[src/rtl/scarv_soc_trace_buf.sv]
// First-word-fall-through trace capture buffer for the SCARV SoC CPU trace port.
// Optional PC-triggered capture window enabled by the macro SCARV_SOC_TRACE_TRIGGER_EN.
module scarv_soc_trace_buf #(
    parameter int          DEPTH      = 16,
    parameter logic [31:0] TRIGGER_PC = 32'h0000_0000
) (
    input  logic                       f_clk,
    input  logic                       g_resetn,
    input  logic                       trs_valid,
    input  logic [31:0]                trs_pc,
    input  logic [31:0]                trs_instr,
    input  logic                       clear,
    output logic                       out_valid,
    input  logic                       out_ready,
    output logic [31:0]                out_pc,
    output logic [31:0]                out_instr,
    output logic [$clog2(DEPTH):0]     level,
    output logic                       overflow,
    output logic [15:0]                drop_count,
    output logic                       triggered
);

    localparam int AW = $clog2(DEPTH);
    localparam int LW = AW + 1;
    localparam logic [AW:0] PTR_ONE = {{AW{1'b0}}, 1'b1};
    localparam logic [AW:0] FULL_LEVEL = LW'(DEPTH);

    // Pointers carry one extra wrap bit so full and empty differ.
    logic [AW:0]  wr_ptr_r;
    logic [AW:0]  rd_ptr_r;
    logic [63:0]  mem_r [DEPTH];
    logic         overflow_r;
    logic [15:0]  drop_count_r;

    logic [AW:0]  level_s;
    logic         full_s;
    logic         pop_s;
    logic         push_s;
    logic         drop_s;
    logic         capture_open_s;
    logic [63:0]  head_s;

    function automatic logic [15:0] sat_inc16(input logic [15:0] v);
        if (v == 16'hFFFF) begin
            sat_inc16 = v;
        end else begin
            sat_inc16 = v + 16'h0001;
        end
    endfunction

`ifdef SCARV_SOC_TRACE_TRIGGER_EN
    typedef enum logic {
        ARMED   = 1'b0,
        CAPTURE = 1'b1
    } trig_state_t;

    trig_state_t state_r;
    trig_state_t state_nxt_s;
    logic        trig_hit_s;

    assign trig_hit_s = trs_valid && (trs_pc == TRIGGER_PC);

    // Trigger FSM state register.
    always_ff @(posedge f_clk or negedge g_resetn) begin
        if (!g_resetn) begin
            state_r <= ARMED;
        end else begin
            state_r <= state_nxt_s;
        end
    end

    // Trigger FSM next state; the trigger word itself opens the window.
    always_comb begin
        state_nxt_s    = ARMED;
        capture_open_s = 1'b0;
        case (state_r)
            ARMED: begin
                capture_open_s = trig_hit_s;
                if (!clear && trig_hit_s) begin
                    state_nxt_s = CAPTURE;
                end else begin
                    state_nxt_s = ARMED;
                end
            end
            CAPTURE: begin
                capture_open_s = 1'b1;
                if (clear) begin
                    state_nxt_s = ARMED;
                end else begin
                    state_nxt_s = CAPTURE;
                end
            end
            default: begin
                state_nxt_s    = ARMED;
                capture_open_s = 1'b0;
            end
        endcase
    end

    assign triggered = (state_r == CAPTURE);
`else
    logic unused_trigger_s;

    assign unused_trigger_s = ^TRIGGER_PC;
    assign capture_open_s   = 1'b1;
    assign triggered        = 1'b1;
`endif

    assign level_s   = wr_ptr_r - rd_ptr_r;
    assign full_s    = (level_s == FULL_LEVEL);
    assign out_valid = (level_s != {LW{1'b0}});
    assign pop_s     = !clear && out_valid && out_ready;
    assign push_s    = !clear && trs_valid && capture_open_s && (!full_s || pop_s);
    assign drop_s    = !clear && trs_valid && capture_open_s && full_s && !pop_s;

    // Storage array; contents are only visible through the pointer window.
    always_ff @(posedge f_clk) begin
        if (push_s) begin
            mem_r[wr_ptr_r[AW-1:0]] <= {trs_pc, trs_instr};
        end
    end

    // Pointer and drop statistics state; clear dominates push, pop and drop.
    always_ff @(posedge f_clk or negedge g_resetn) begin
        if (!g_resetn) begin
            wr_ptr_r     <= {LW{1'b0}};
            rd_ptr_r     <= {LW{1'b0}};
            overflow_r   <= 1'b0;
            drop_count_r <= 16'h0000;
        end else if (clear) begin
            wr_ptr_r     <= {LW{1'b0}};
            rd_ptr_r     <= {LW{1'b0}};
            overflow_r   <= 1'b0;
            drop_count_r <= 16'h0000;
        end else begin
            if (push_s) begin
                wr_ptr_r <= wr_ptr_r + PTR_ONE;
            end
            if (pop_s) begin
                rd_ptr_r <= rd_ptr_r + PTR_ONE;
            end
            if (drop_s) begin
                overflow_r   <= 1'b1;
                drop_count_r <= sat_inc16(drop_count_r);
            end
        end
    end

    assign head_s     = mem_r[rd_ptr_r[AW-1:0]];
    assign out_pc     = out_valid ? head_s[63:32] : 32'h0000_0000;
    assign out_instr  = out_valid ? head_s[31:0]  : 32'h0000_0000;
    assign level      = level_s;
    assign overflow   = overflow_r;
    assign drop_count = drop_count_r;

endmodule

[config.mk]
export PLATFORM = sky130hd
export DESIGN_NAME = scarv_soc_trace_buf
export DESIGN_NICKNAME = d
export VERILOG_FILES = /design/src/rtl/scarv_soc_trace_buf.sv
export SDC_FILE = /design/constraint.sdc
export NUM_CORES = 1
export LEC_CHECK = 0
export CORE_MARGIN = 8
export CORE_UTILIZATION = 42
export CTS_CLUSTER_SIZE = 25
export DETAILED_ROUTE_END_ITERATION = 8
export SETUP_SLACK_MARGIN = 0.3
export SYNTH_ARGS = -nofsm -noshare
export SYNTH_HDL_FRONTEND = slang
export SYNTH_SLANG_ARGS = --single-unit
[constraint.sdc]
create_clock -name f_clk -period 13.6 [get_ports f_clk]
set_input_delay 2.72 -clock f_clk [delete_from_list [all_inputs] [get_ports f_clk]]
set_output_delay 2.72 -clock f_clk [all_outputs]
set_load 0.03 [all_outputs]
==> results.sh, run 1 <==
export IMPL_status="complete, no violations"
export IMPL_ant_nets=0
export IMPL_setup_viol=0
export IMPL_rsz0062_at_grt="false"
export IMPL_vias_per_cell=5.61
export IMPL_min_delay_path_class="register to register"
export IMPL_synthArstFlopShare_pct=2.57
export IMPL_firstDrtPassIters=5
export IMPL_ctsResizeCount=0
export IMPL_power_leakage_uw=0.0145
export IMPL_drt_initial_drc_count=1663
export IMPL_syn_area_um2=41000
export IMPL_yosys_warnings=0
export IMPL_finalWorstPathRequiredPeriod_ns=8.78
export IMPL_design_die_area_um2=108000
export IMPL_setup_ws_ns=4.82
export IMPL_worstSetupStartpointType="register"
export IMPL_min_period_over_period_pct=64.5
export IMPL_reg2reg_depth=9
export IMPL_place_hpwl_um=45500
export IMPL_crit_path_max_fanout=102
export IMPL_yosysSeqAreaShare_pct=76.7
export IMPL_hold_buffers=0
export IMPL_cp_arrival_ns=6.06
export IMPL_cts_sinks=1051
export IMPL_place_gp_congestion=0.754
export IMPL_antenna_found_initial=12
export IMPL_grt_use_met2_pct=28.4
export IMPL_critPathCaptureType="primary output"
export IMPL_grt_remaining_overflow=0
export IMPL_clk_latency_ns=0.67
export IMPL_worst_slew_pin_slew_ns=1.05
export IMPL_skew_ns=0.0262
export IMPL_layout_commonest_cell="edfxtp_1"
export IMPL_power_density_nw_per_um2=179
export IMPL_row_count=114
export IMPL_grtUsageMet1_pct=22.2
export IMPL_ios=157
export IMPL_syn_nets=1821
export IMPL_drc=0
export IMPL_post_drt_wl_per_cell_um=27.5
export IMPL_synthToLayoutAreaGrowth_pct=15.5
export IMPL_maxSlewViolCount=0
export IMPL_cts_root_buf="clkbuf_16"
export IMPL_busiest_layer="met2"
export IMPL_path_clk_slew_ns=0.06
export IMPL_avgSynthCellArea_um2=23.5
export IMPL_synth_edff_count=1024
export IMPL_irDropWorstVdd_uv=139
export IMPL_wl_um=91200
export IMPL_final_cell_mix="edfxtp_1 (1024), mux4_2 (320), clkdlybuf4s50_1 (155), clkbuf_16 (104), nor2b_1 (77)"
export IMPL_required_ns=10.88
export IMPL_cts_setup_buffers=0
export IMPL_clock_fmax_mhz=114
export IMPL_setup_worst_path_class="register to primary output"
export IMPL_synth_seq_cells=1051
export IMPL_grt_pass1_vias=19600
export IMPL_io_buffers=155
export IMPL_synthDistinctLibCells=47
export IMPL_maxCapViolCount=0
export IMPL_coreArea_um2=96700
export IMPL_die_h_um=328
export IMPL_die_w_um=328
export IMPL_vias=18600
export IMPL_initial_core_util_pct=42.3
export IMPL_dp_slack_ns=5.30
export IMPL_numCtsBuffers=104
export IMPL_grt_pass1_wl_um=133000
export IMPL_use_met3_pct=3.34
export IMPL_setup_tns_ns=0
export IMPL_grt_max_degree=139
export IMPL_grt_use_total_pct=16.7
export IMPL_drive_above_1_share_pct=26.8
export IMPL_finalHoldViolations=0
export IMPL_synth_flop_cell="edfxtp_1"
export IMPL_synthCells=1741
export IMPL_cts_tree="yes"
export IMPL_relSlewSlack_pct=29.9
export IMPL_holdPathStages=2
export IMPL_cts_path_max_buffers=3
export IMPL_nets=2031
export IMPL_cts_max_level=3
## flip-flops by register name (all words and copies together) (netlist names)
name	count
rd_ptr_r	5
overflow	1
mem_r	1024
drop_count	16
wr_ptr_r	5
## metal layers
layer | vias to the layer above | share of wire (%)
met5 | - | 0.057
met4 | 8 | 1.8
met3 | 109 | 5.8
met2 | 487 | 51
met1 | 10100 | 42
li1 | 7862 | -
## power breakdown
group | switching, uW | total [uW] | internal [uW]
clock network | 1180 | 2760 | 1580
logic | 1100 | 2070 | 969
registers | 49.9 | 3650 | 3600
## worst max-delay path, stage by stage (launching register included)
cell and delay (ns):
dfrtp_4 0.74, buf_12 0.60, buf_4 0.93, buf_4 0.89, mux4_2 0.60, mux4_2 0.54, nor2b_1 0.16, clkdlybuf4s50_1 0.64
## synth_stat cells, drive strengths merged (3+ instances only)
library cell / number / area [um^2]
mux4: 320 / 7210
a211oi: 3 / 22.5
and3: 6 / 37.5
o311ai: 3 / 26.3
mux2: 13 / 146
nor4: 9 / 56.3
or2: 4 / 25.0
nor2: 19 / 71.3
buf: 55 / 425
nand4: 16 / 100
inv: 15 / 56.3
edfxtp: 1024 / 30700
or4: 4 / 30.0
nand2: 11 / 41.3
nor2b: 77 / 482
clkbuf: 43 / 161
nand3: 11 / 55.1
nor4b: 4 / 35.0
or3: 4 / 25.0
ha: 10 / 125
a21oi: 13 / 65.1
nand3b: 4 / 30.0
nor3: 17 / 85.1
dfrtp: 27 / 676
o21ai: 8 / 40.0
## path summary, 6_finish.rpt
path	startpoint	endpoint	slack, ns
max	rd_ptr_r[0]	out_instr[15]	4.82
min	overflow	overflow	0.54
max reg2reg	rd_ptr_r[1]	mem_r[5][13]	8.16
min reg2reg	overflow	overflow	0.54
max in group asynchronous	g_resetn	rd_ptr_r[3]	10.82
min in group asynchronous	g_resetn	drop_count[6]	2.44
## cells by family (layout without fill, tap and decap cells)
group | after synthesis | after routing | share of synthesized area, %
XOR/XNOR | 3 | 3 | 0.0642
adder cells (fa/ha/maj) | 11 | 11 | 0.354
flip-flops | 1051 | 1051 | 76.7
AO/OA/AOI/OAI | 35 | 35 | 0.541
multiplexers | 334 | 334 | 18.0
AND/OR/NAND/NOR | 193 | 193 | 2.75
buffers and inverters | 113 | 409 | 1.57
other | 1 | 8 | 0.00916
## per-stage QoR
| step | util, % | total power, uW | instances | hold slack (ns) | cell area [um^2] |
|---|---|---|---|---|---|
| final | 48.9 | 8470 | 3320 | 0.541 | 47300 |
| after global routing | 48.9 | 8790 | 3313 | 0.544 | 47300 |
| after CTS | 48.9 | 8590 | 3313 | 0.534 | 47300 |
| after detailed placement | 45.5 | 5830 | 3121 | 0.520 | 44000 |
| after global placement | 45.5 | 5810 | 3121 | 0.515 | 44000 |
| after floorplan | - | 5160 | 1741 | 0.546 | 41000 |
## layout make-up
class	instances	area, um^2
clock inverter	68	602
sequential	1051	31400
multi-input combinational	577	8990
clock buffer	124	2680
fill	7711	49400
tap	1276	1600
inverter	15	61.3
antenna	7	17.5
timing repair buffer	202	1930
Power figures use the tool's default switching activity.
==> inputs of run 2 (changes only) <==
Clock period 13.6 ns to 7.69 ns, I/O delays scaled along.
==> results.sh, run 2 (synthesis results as in run 1) <==
export IMPL_cp_slowest_cell="dfrtp_4"
export IMPL_ios=157
export IMPL_p_sw_uw=4070
export IMPL_grt_pass1_vias=19800
export IMPL_setup_viol=0
export IMPL_firstDrtPassIters=5
export IMPL_fill_cells=7683
export IMPL_die_h_um=328
export IMPL_ant_nets=0
export IMPL_status="complete, no violations"
export IMPL_critPathCaptureType="primary output"
export IMPL_drt_initial_drc_count=1649
export IMPL_numCtsBuffers=103
export IMPL_crit_chain="inv_1 > fa_1 > nor3b_1 > nand4b_1 > a211oi_4 > buf_4 > nor2b_1 > clkdlybuf4s50_1"
export IMPL_largest_register_ffs=1024
export IMPL_clkPwrFrac_pct=33.8
export IMPL_p_seq_share_pct=42.3
export IMPL_min_delay_path_class="register to register"
export IMPL_cts_tree="yes"
export IMPL_finalHoldViolations=0
export IMPL_grt_remaining_overflow=0
export IMPL_io_buffers=155
export IMPL_power_leakage_uw=0.0146
export IMPL_die_w_um=328
export IMPL_wl_um=90700
export IMPL_finalWorstPathRequiredPeriod_ns=6.40
export IMPL_p_comb_share_pct=23.9
export IMPL_setup_worst_path_class="register to primary output"
export IMPL_r2r_slack_ns=2.74
export IMPL_design_die_area_um2=108000
export IMPL_rsz0062_at_grt="false"
export IMPL_multi_input_area_um2=9040
export IMPL_regArea_um2=31400
export IMPL_cp_arrival_ns=4.86
export IMPL_maxSlewViolCount=0
export IMPL_cts_setup_buffers=0
export IMPL_grt_max_degree=140
export IMPL_worst_slew_pin_slew_ns=1.04
export IMPL_cts_path_max_buffers=3
export IMPL_slowest_delay_ns=1.03
export IMPL_post_drt_wl_per_cell_um=27.4
export IMPL_cts_sinks=1051
export IMPL_vias_per_cell=5.62
export IMPL_crit_path_max_fanout=75
export IMPL_ctsResizeCount=0
export IMPL_relSlewSlack_pct=30.5
export IMPL_final_cell_mix="edfxtp_1 (1024), mux4_2 (320), clkdlybuf4s50_1 (155), clkbuf_16 (108), nor2b_1 (77)"
export IMPL_path_clk_slew_ns=0.07
export IMPL_drive_above_1_share_pct=26.7
export IMPL_drc=0
export IMPL_cts_max_level=3
export IMPL_synthToLayoutAreaGrowth_pct=16.4
export IMPL_cts_root_buf="clkbuf_16"
export IMPL_antenna_found_initial=13
export IMPL_min_period_over_period_pct=83.2
export IMPL_hold_buffers=0
export IMPL_maxCapViolCount=0
export IMPL_internal_power_uw=11200
export IMPL_vias=18600
export IMPL_irDropWorstVdd_uv=278
export IMPL_place_gp_congestion=0.732
export IMPL_coreArea_um2=96700
export IMPL_grt_pass1_wl_um=133000
export IMPL_initial_core_util_pct=42.3
export IMPL_worstSetupStartpointType="register"
export IMPL_nets=2026
export IMPL_place_hpwl_um=44600
export IMPL_skew_ns=0.0292
export IMPL_fin_total_pwr_uw=15200
export IMPL_layout_commonest_cell="edfxtp_1"
export IMPL_fin_cells=3315
export IMPL_grt_use_total_pct=16.8
export IMPL_row_count=114
export IMPL_required_ns=6.15
export IMPL_clock_fmax_mhz=156
export IMPL_clk_latency_ns=0.66
export IMPL_switching_share_pct=26.7
export IMPL_dp_cells=3117
export IMPL_power_density_nw_per_um2=320
## run 2: cell types whose count changed in the layout (fill, tap and decap cells not counted), moves of 4 or more
cell        previous run  this run
buf_4                 45        32
buf_12                 2        11
clkinv_2              26        18
nor3_2                 8         0
nor3_4                 0         8
clkbuf_8               0         6
inv_6                  8         2
bufinv_16              9        14
clkbuf_16            104       108
clkinvlp_4             1         5
## run 2: layout make-up
cell class | instances | share of cell area, %
multi-input cells | 577 | 19.0
diodes | 4 | 0.0210
clock inverters | 57 | 1.34
clock buffers | 137 | 6.02
repair buffers | 198 | 4.22
inverters | 15 | 0.129
well taps | 1276 | 3.35
flip-flops and latches | 1051 | 65.9
## run 2: power groups by stage
| stage | clock network [uW] | logic (uW) | registers, uW |
|---|---|---|---|
| final | 5150 | 3650 | 6440 |
| after global routing | 5480 | 3890 | 6450 |
| after CTS | 5260 | 3740 | 6450 |
| after detailed placement | 0 | 3720 | 6570 |
| after global placement | 0 | 3700 | 6560 |
| after floorplan | 0 | 2620 | 6510 |
## run 2: per-stage QoR
stage / setup TNS (ns) / utilization [%] / area, um^2 / setup WS [ns] / hold WS (ns)
after floorplan: -1070.62 / - / 41000 / -2.29 / 0.546
after global placement: 0 / 45.7 / 44100 / 2.12 / 0.527
after detailed placement: 0 / 45.7 / 44100 / 1.89 / 0.541
after CTS: 0 / 49.3 / 47700 / 1.16 / 0.560
after global routing: 0 / 49.3 / 47700 / 0.973 / 0.592
final: 0 / 49.3 / 47700 / 1.29 / 0.563
## run 2: final timing paths
kind / endpoint / start / cells after the start
max: out_pc[5] / rd_ptr_r[1] / 8
min: overflow / overflow / 2
max reg2reg: mem_r[2][14] / rd_ptr_r[1] / 9
min reg2reg: overflow / overflow / 2
max in group asynchronous: rd_ptr_r[3] / g_resetn / 2
min in group asynchronous: drop_count[8] / g_resetn / 2
## run 2: critical path, delay by kind of cell (launching register included)
kind	cells	cell delay, ns
compound gates	1	0.28
fa+ha+maj	1	0.55
buf+inv	3	1.68
flops	1	1.03
simple gates	3	0.60
## run 2: per-layer routing
| layer | vias up | wire (um) | GRT usage [%] |
|---|---|---|---|
| met3 | 131 | 5090 | 3.15 |
| met4 | 12 | 1870 | 4.88 |
| met5 | - | 80 | 0 |
| li1 | 7859 | - | - |
| met2 | 517 | 45800 | 28.2 |
| met1 | 10100 | 37900 | 22.3 |
==> inputs of run 3 (changes only) <==
Clock period 7.69 ns to 5.5 ns, I/O delays scaled along.
==> results.sh, run 3 (synthesis results as in run 1) <==
export IMPL_irDropWorstVdd_uv=308
export IMPL_grt_use_total_pct=16.9
export IMPL_min_period_over_period_pct=92.0
export IMPL_place_hpwl_um=44900
export IMPL_whs_ns=0.544
export IMPL_finalHoldViolations=0
export IMPL_crit_path_frequent_cell="inv_1"
export IMPL_final_cell_mix="edfxtp_1 (1024), mux4_2 (320), clkdlybuf4s50_1 (132), clkbuf_16 (108), nor2b_1 (77)"
export IMPL_die_w_um=328
export IMPL_postLayoutCoreUtil_pct=49.4
export IMPL_maxCapViolCount=0
export IMPL_drt_initial_drc_count=1684
export IMPL_nets=2032
export IMPL_cts_sinks=1051
export IMPL_cts_tree="yes"
export IMPL_power_leakage_uw=0.0148
export IMPL_cts_root_buf="clkbuf_16"
export IMPL_ios=157
export IMPL_layout_commonest_cell="edfxtp_1"
export IMPL_cp_slowest_cell="clkdlybuf4s50_1"
export IMPL_ant_nets=0
export IMPL_maxSlewViolCount=0
export IMPL_place_gp_congestion=0.763
export IMPL_cp_top_family="buffers and inverters"
export IMPL_worst_slew_pin_slew_ns=1.13
export IMPL_relSlewSlack_pct=24.3
export IMPL_crit_buf_inv=5
export IMPL_coreArea_um2=96700
export IMPL_rsz0062_at_grt="true"
export IMPL_grt_max_degree=149
export IMPL_required_ns=4.40
export IMPL_post_drt_wl_per_cell_um=27.8
export IMPL_design_die_area_um2=108000
export IMPL_setup_viol=0
export IMPL_grt_pass1_wl_um=135000
export IMPL_path_clk_slew_ns=0.07
export IMPL_drc=0
export IMPL_finalWorstPathRequiredPeriod_ns=5.06
export IMPL_clk_latency_ns=0.66
export IMPL_dp_slack_ns=1.16
export IMPL_slowest_delay_ns=0.60
export IMPL_setup_tns_ns=0
export IMPL_crit_chain="inv_1 > ha_1 > inv_1 > fa_2 > nand3b_1 > a211o_1 > a211oi_4 > buf_4 > buf_12 > nor2b_1 > clkdlybuf4s50_1"
export IMPL_cts_max_level=3
export IMPL_setup_worst_path_class="register to primary output"
export IMPL_grt_pass1_vias=19800
export IMPL_vias=18800
export IMPL_numCtsBuffers=105
export IMPL_largest_register_ffs=1024
export IMPL_vias_per_cell=5.66
export IMPL_worstSetupStartpointType="register"
export IMPL_synthToLayoutAreaGrowth_pct=16.6
export IMPL_io_buffers=155
export IMPL_row_count=114
export IMPL_wl_um=92300
export IMPL_power_density_nw_per_um2=441
export IMPL_firstDrtPassIters=7
export IMPL_antenna_found_initial=13
export IMPL_dp_cells=3119
export IMPL_crit_path_max_fanout=37
export IMPL_initial_core_util_pct=42.3
export IMPL_clock_fmax_mhz=198
export IMPL_grt_remaining_overflow=0
export IMPL_cts_path_max_buffers=3
export IMPL_min_delay_path_class="register to register"
export IMPL_setup_ws_ns=0.440
export IMPL_critPathCaptureType="primary output"
export IMPL_skew_ns=0.0267
export IMPL_fin_cells=3320
export IMPL_drive_above_1_share_pct=26.7
export IMPL_die_h_um=328
export IMPL_status="complete, no violations"
export IMPL_cp_arrival_ns=3.96
run 3: changes by cell type in the layout (fill, tap and decap cells not counted), sizes merged, moves of 6 or more:
cell,before,now
bufinv,14,6
dlymetal6s2s,0,23
clkdlybuf4s50,155,132
inv,16,24
clkbuf,137,130
clkinv,37,43
run 3: final timing paths:
| check | cells past startpoint | slack (ns) | startpoint | to |
|---|---|---|---|---|
| max | 11 | 0.44 | wr_ptr_r[0] | out_instr[22] |
| min | 2 | 0.54 | overflow | overflow |
| max reg2reg | 10 | 1.27 | wr_ptr_r[0] | mem_r[1][16] |
| min reg2reg | 2 | 0.54 | overflow | overflow |
| max in group asynchronous | 2 | 4.34 | g_resetn | rd_ptr_r[1] |
| min in group asynchronous | 2 | 0.83 | g_resetn | drop_count[14] |
run 3: cell type report:
class                   instances  area (um^2)
fillers                      7675        49000
flip-flops and latches       1051        31400
multi-input cells             577         9140
clock buffers                 129         2760
repair buffers                202         2250
well taps                    1276         1600
clock inverters                63          483
inverters                      15         61.3
diodes                          7         17.5
run 3: per-layer routing:
metal  track usage (%)  part of all wire, %  vias up
met3              3.03                  6.0      107
met2              28.3                   50      535
met1              23.0                   42    10300
li1                  -                    -     7876
met5                 0                0.043        -
met4              4.36                  1.7        6
run 3: through the flow:
stage / area [um^2] / power (uW)
4_1_cts: 47600 / 21300
5_1_grt: 47700 / 21900
3_3_place_gp: 44400 / 14400
6_report: 47800 / 21100
2_1_floorplan: 41200 / 12800
3_5_place_dp: 44400 / 14500
run 3: repair_timing:
item                       4_1_cts  5_1_grt
gates resized for setup          0       27
setup endpoints to repair        0       63
setup buffers                    0        1
hold buffers                     0        0
run 3: power by group:
part	internal (uW)	total, uW	switching (uW)
Clock	3840	6780	2940
Combinational	2470	5360	2890
Sequential	8890	8930	36.8
Total	15200	21100	5870
run 3: tightest hold or removal path, cell delays in order, from the launching register on:
cell and delay [ns]:
dfrtp_1 0.38, a31oi_1 0.05, nor2_1 0.07
